--- src/rtl/calc2_port_issuer.sv ---
// calc2 port issuer: serialises operations into tagged two-cycle requests, returns results in issue order.
// Optional response timeout enabled by defining CALC2_ISSUER_TIMEOUT_EN.
module calc2_port_issuer #(
  parameter int DATA_W = 32
) (
  input  logic              c_clk,
  input  logic              reset,
  input  logic              op_valid,
  output logic              op_ready,
  input  logic [3:0]        op_cmd,
  input  logic [DATA_W-1:0] op_a,
  input  logic [DATA_W-1:0] op_b,
  output logic [3:0]        req_cmd_out,
  output logic [DATA_W-1:0] req_data_out,
  output logic [1:0]        req_tag_out,
  input  logic [1:0]        resp_in,
  input  logic [DATA_W-1:0] resp_data_in,
  input  logic [1:0]        resp_tag_in,
  output logic              res_valid,
  input  logic              res_ready,
  output logic [1:0]        res_status,
  output logic [DATA_W-1:0] res_data,
  output logic [3:0]        res_cmd,
  output logic [1:0]        res_tag,
  output logic [2:0]        outstanding,
  output logic              err_spurious
);

  localparam logic [1:0] IDLE   = 2'd0;
  localparam logic [1:0] SEND_A = 2'd1;
  localparam logic [1:0] SEND_B = 2'd2;

  logic [1:0]        state;
  logic [3:0]        alloc;
  logic [3:0]        filled;
  logic [1:0]        st_q  [4];
  logic [DATA_W-1:0] dat_q [4];
  logic [3:0]        cmd_s [4];
  logic [1:0]        fifo  [4];
  logic [1:0]        wr_ptr;
  logic [1:0]        rd_ptr;
  logic [2:0]        cnt;
  logic [3:0]        cmd_q;
  logic [DATA_W-1:0] a_q;
  logic [DATA_W-1:0] b_q;
  logic [1:0]        tag_q;
  logic              err_q;
  logic [1:0]        new_tag;
  logic [1:0]        head;
  logic              accept;
  logic              deliver;
  logic              cap_hit;
`ifdef CALC2_ISSUER_TIMEOUT_EN
  logic [7:0]        age [4];
`endif

  always_comb begin
    new_tag = 2'd0;
    if (!alloc[0])      new_tag = 2'd0;
    else if (!alloc[1]) new_tag = 2'd1;
    else if (!alloc[2]) new_tag = 2'd2;
    else                new_tag = 2'd3;
  end

  assign head     = fifo[rd_ptr];
  assign op_ready = !reset && (state == IDLE) && !(&alloc);
  assign accept   = op_valid && op_ready;
  assign res_valid = (cnt != 3'd0) && filled[head];
  assign deliver  = res_valid && res_ready;
  assign cap_hit  = (resp_in != 2'd0) && alloc[resp_tag_in]
                    && !filled[resp_tag_in];

  // Head slot contents cannot change while filled, so res_* hold under stall.
  assign res_status   = st_q[head];
  assign res_data     = dat_q[head];
  assign res_cmd      = cmd_s[head];
  assign res_tag      = head;
  assign outstanding  = cnt;
  assign err_spurious = err_q;

  always_comb begin
    req_cmd_out  = '0;
    req_data_out = '0;
    req_tag_out  = '0;
    case (state)
      SEND_A: begin
        req_cmd_out  = cmd_q;
        req_data_out = a_q;
        req_tag_out  = tag_q;
      end
      SEND_B: req_data_out = b_q;
      default: ;
    endcase
  end

  always_ff @(posedge c_clk or posedge reset) begin
    if (reset) begin
      state  <= IDLE;
      alloc  <= '0;
      filled <= '0;
      wr_ptr <= '0;
      rd_ptr <= '0;
      cnt    <= '0;
      cmd_q  <= '0;
      a_q    <= '0;
      b_q    <= '0;
      tag_q  <= '0;
      err_q  <= 1'b0;
      for (int i = 0; i < 4; i++) begin
        st_q[i]  <= '0;
        dat_q[i] <= '0;
        cmd_s[i] <= '0;
        fifo[i]  <= '0;
`ifdef CALC2_ISSUER_TIMEOUT_EN
        age[i]   <= '0;
`endif
      end
    end else begin
      case (state)
        IDLE:    if (accept) state <= SEND_A;
        SEND_A:  state <= SEND_B;
        default: state <= IDLE;
      endcase

      if (accept) begin
        alloc[new_tag] <= 1'b1;
        cmd_s[new_tag] <= op_cmd;
        fifo[wr_ptr]   <= new_tag;
        wr_ptr         <= wr_ptr + 2'd1;
        tag_q          <= new_tag;
        cmd_q          <= op_cmd;
        a_q            <= op_a;
        b_q            <= op_b;
      end

      // A newly accepted tag is free, so it never collides with the head.
      if (deliver) begin
        alloc[head]  <= 1'b0;
        filled[head] <= 1'b0;
        rd_ptr       <= rd_ptr + 2'd1;
      end

      cnt <= cnt + 3'(accept) - 3'(deliver);

      if (resp_in != 2'd0) begin
        if (cap_hit) begin
          filled[resp_tag_in] <= 1'b1;
          st_q[resp_tag_in]   <= resp_in;
          dat_q[resp_tag_in]  <= resp_data_in;
        end else begin
          err_q <= 1'b1;
        end
      end

`ifdef CALC2_ISSUER_TIMEOUT_EN
      for (int i = 0; i < 4; i++) begin
        if (accept && (new_tag == 2'(i))) begin
          age[i] <= '0;
        end else if (alloc[i] && !filled[i]) begin
          age[i] <= age[i] + 8'd1;
          if ((age[i] == 8'd254)
              && !(cap_hit && (resp_tag_in == 2'(i)))) begin
            filled[i] <= 1'b1;
            st_q[i]   <= 2'b11;
            dat_q[i]  <= '0;
          end
        end
      end
`endif
    end
  end

endmodule

--- config.mk ---
export PLATFORM = sky130hd
export DESIGN_NAME = calc2_port_issuer
export DESIGN_NICKNAME = d
export VERILOG_FILES = /design/src/rtl/calc2_port_issuer.sv
export SDC_FILE = /design/constraint.sdc
export NUM_CORES = 1
export LEC_CHECK = 0
export CAP_MARGIN = 30
export CORE_ASPECT_RATIO = 2
export CORE_MARGIN = 1.5
export CORE_UTILIZATION = 48
export DETAILED_ROUTE_END_ITERATION = 10
export PLACE_DENSITY = 0.76
export SETUP_SLACK_MARGIN = 0.4
export SLEW_MARGIN = 10
export SYNTH_ARGS = -nofsm -noshare
export SYNTH_HDL_FRONTEND = slang
export SYNTH_SLANG_ARGS = --single-unit
--- constraint.sdc ---
create_clock -name c_clk -period 9.9 [get_ports c_clk]
set_input_delay 1.98 -clock c_clk [delete_from_list [all_inputs] [get_ports c_clk]]
set_output_delay 1.98 -clock c_clk [all_outputs]
set_load 0.01 [all_outputs]
### Yosys cells after proc, flatten, opt, wreduce, memory -nomap -nowiden

Index checks and enable logic that the tools add are counted.

* register bits after elaboration: 248
* word-level logic and storage cells: 130

* $add $sub $neg: 4
* magnitude comparators: 14
* eq/ne operators: 3
* multiplexer cells: 49
* bitwise operators: 11
* reduce and logical (&&, ||, !) cells: 22

Operator list (number)
* $bwmux 128: 1
* $mux 32: 3
* $bmux 32 s2: 1
* $demux 32 s2: 1
* $pmux 32 s2: 1
* $mux 4: 9
* $mux 2: 10
* $bwmux 16: 1
* $bwmux 8: 2
* $ge 3x3->1 const B: 5
* $not 2->3: 5
* $logic_and 1x1->1: 13
* $lt 2x3->1 const B: 3
* $lt 3x1->1 const B: 3
* $and 4x4->4: 2
* $bmux 2 s2: 2
* $bmux 4 s2: 1
* $demux 2 s2: 2
* $demux 4 s2: 1
* $or 4x4->4: 2
* $mux 1: 7
* $bmux 1 s2: 3
* $demux 1 s2: 3
* $ge 2x1->1 const B: 3
* 15 further kinds: 19

### Logic depth before layout (Yosys ltp)

* word-level depth: 14
* gate-level depth with buffers: 13
* mapped depth without buffers: 11

### Worst setup path before layout

Ideal clock, no wire load.

* path kind: input port to output port
* from: input port reset
* to: output port op_ready
* data arrival time: 7.941 ns
* path slack: -0.021 ns
* stages on the path: 2
* path buffers: 0
* path through: inv_1 -> o311a_1

* cells in the longest elaborated chain, start to end: 3

Ends and longest elaborated chain
* from (decl): RTL line 7 `input logic reset,`
* $logic_not 1->1 (no source line)
* $logic_and 1x1->1 (2 in a row): RTL line 66 `assign op_ready = !reset && (state == IDLE) && !(&alloc);`
* to (decl): RTL line 9 `output logic op_ready,`

Every way passes these cells.

### Worst setup path after layout

Ends and elaborated chain as after synthesis.

==> reports/metrics.cfg <==
[placement]
placed_cell_area_um2 = 13200
dpl.hpwl_mm = 16.1
finalWeightedCongestion = 0.744
numPortBuffers = 191

[setup_path]
crit_chain = clkdlybuf4s50_1, clkinvlp_4, o311a_1, clkdlybuf4s50_1
cp_top_family = buffers and inverters
critPathMaxStageDelay_ns = 0.58
cpMostUsedCell = clkdlybuf4s50_1
crit_fanout = 34
cp_slowest_cell = clkinvlp_4
crit_required_ns = 7.92
critPathCaptureType = output port
critPathLaunchType = input port
crit_type = input port to output port
crit_buf_inv = 3
arrival_ns = 3.90

[clock_network]
ctsRootBufferMaster = clkbuf_16
cts_buffers = 23
hold_buffers = 0
cts.repair_timing.setup_buffer_count = 0
cts_tree = done
cts.path.max_buffers = 3
cts.htree.levels = 1
clk_pin_slew_ns = 0.06
cts.sinks = 248
insertion_delay_ns = 0.53
cts_resized = 0

[sta]
worst_pin_slew_ns = 0.910
timing.fmax_mhz = 170
period_share_pct = 59.4
rsz0062_at_grt = no
relSlewSlack_pct = 39.3
holdWs_ns = 0.464
setup-violations-final = 0
min_period_ns = 5.88
finalHoldViolCount = 0
slew_violations = 0
totalNegativeSetupSlack_ns = 0
worst_clock_skew_ns = 0.0278

[final_layout]
syn_to_final_growth_pct = 27.1
fin_area_um2 = 14100
num-fill-cells = 1776
drive_gt1_share_pct = 24.7
diodes = 0
final_nets = 1170

[floorplan]
die_area_um2 = 24100
die_w_um = 111
rows = 78
io_pins = 192
dieHeight_um = 218
initial_core_util_pct = 48.8
core-area_um2 = 22700

[synth]
synth_area_leader_cell = dfrtp_1
syn_nets = 986
async_flop_share_pct = 100
synth_cell_types = 47
syn_inst = 866
synth_warnings = 0
yosysSeqAreaShare_pct = 55.9
synth_top_area_share_pct = 55.9
synth.avg_cell_area_um2 = 12.8
yosysMostFrequentCell = dfrtp_1
ys.flop_type = dfrtp_1
ys_seq_elements = 248
synth_top_cells_by_count = dfrtp_1 (248), nand2_1 (219), mux2_2 (160)
synth-edff-count = 0
ys_top_cells_by_area = dfrtp_1 (56%), mux2_2 (16%), nand2_1 (7.4%), mux4_2 (7.1%), a22oi_1 (2.2%)
syn_area_um2 = 11100

[global_route]
grt_start_max_net_pins = 82
grt_pass1_vias = 7835
grt_pass1_wl_mm = 40.1
overflow = 0
antenna_found_initial = 0
grt.total_usage_pct = 20.6

[detailed_routing]
wl_per_cell_um = 18.3
via_per_inst = 5.37
drtIter0Drc = 383
wl_mm = 24.6
vias = 7232
drt_pass1_iterations = 4
route.detailed.drc = 0
ant_nets = 0

[pwr]
ir_drop_v = 0.000263
p_leak_uw = 0.00616
power_density_nw_per_um2 = 350

[flow_run]
max_cap_viol_count = 0

[outcome]
status = finished, final reports clean

[min_path]
min_path_type = flop to flop

flip-flops by register name, summed over array words and instances (netlist names):
name / count
a_q: 32
alloc: 4
b_q: 32
cmd_q: 4
cmd_s: 16
dat_q: 128
err_spurious: 1
fifo: 8
filled: 4
outstanding: 3
rd_ptr: 2
st_q: 8
state: 2
tag_q: 2
wr_ptr: 2
worst reg2reg max path, delay by kind of cell, from the launching register on:
kind,cells,cell delay [ns]
compound gates,2,0.29
buf+inv,3,0.76
fa+ha+maj,3,0.87
flops,1,0.45
mux,2,0.70
xor+xnor,1,0.19
per-stage QoR:
step	total power (uW)	util [%]	cells	worst slack [ns]
2_1_floorplan	3140	-	866	1.98
4_1_cts	5010	61.7	1344	3.96
5_1_grt	5250	62.0	1347	3.80
3_5_place_dp	4060	58.2	1302	3.97
3_3_place_gp	4000	58.2	1302	3.99
6_report	4940	62.0	1347	4.02
layer usage:
layer | vias up | GRT usage, % | wire, um | part of all wire [%]
li1 | 3351 | - | - | -
met1 | 3689 | 23.7 | 9400 | 38
met2 | 166 | 39.0 | 13700 | 56
met3 | 26 | 3.42 | 1090 | 4.4
met4 | 0 | 6.03 | 430 | 1.7
met5 | - | 0 | 0 | 0
area by class of cell:
type / instances / area [um^2] / share of cell area, %
Sequential cell: 248 / 6210 / 44.0
Clock inverter: 8 / 121 / 0.860
Tap cell: 280 / 350 / 2.48
Clock buffer: 34 / 677 / 4.80
Inverter: 12 / 53.8 / 0.381
Multi-Input combinational cell: 558 / 4620 / 32.7
Timing Repair Buffer: 207 / 2080 / 14.8
final timing paths:
check / startpoint / end / slack, ns / cells past startpoint
max: reset / op_ready / 4.02 / 4
min: cmd_q[0] / cmd_q[0] / 0.46 / 2
max reg2reg: rd_ptr[1] / outstanding[2] / 6.55 / 11
min reg2reg: cmd_q[0] / cmd_q[0] / 0.46 / 2
max in group asynchronous: reset / dat_q[76] / 6.28 / 6
min in group asynchronous: reset / state[0] / 1.91 / 2
cells by family (layout without fill, tap and decap cells):
logic type | after synthesis | after routing | share of synthesized area (%)
AND/OR/NAND/NOR | 281 | 281 | 10.8
XOR/XNOR | 5 | 5 | 0.395
multiplexers | 206 | 206 | 25.0
buffers and inverters | 60 | 261 | 2.76
adder cells (fa/ha/maj) | 12 | 12 | 1.42
AO/OA/AOI/OAI | 54 | 54 | 3.64
flip-flops | 248 | 248 | 55.9
power by group:
group	internal [uW]	switching (uW)	total, uW
sequential	1510	268	1770
clock	553	376	929
combinational	1290	952	2240
cells in the final DEF, fill, tap and decap left out, types with 6 or more instances in the layout:
master,n
a22oi_1,32
and2_1,6
buf_4,13
clkbuf_16,23
clkbuf_8,6
clkdlybuf4s50_1,191
dfrtp_1,248
ha_1,11
inv_1,9
mux2_2,160
mux4_2,35
nand2_1,219
nor2_1,7
nor2b_1,33
No activity file was read; power rests on OpenSTA's default activity.
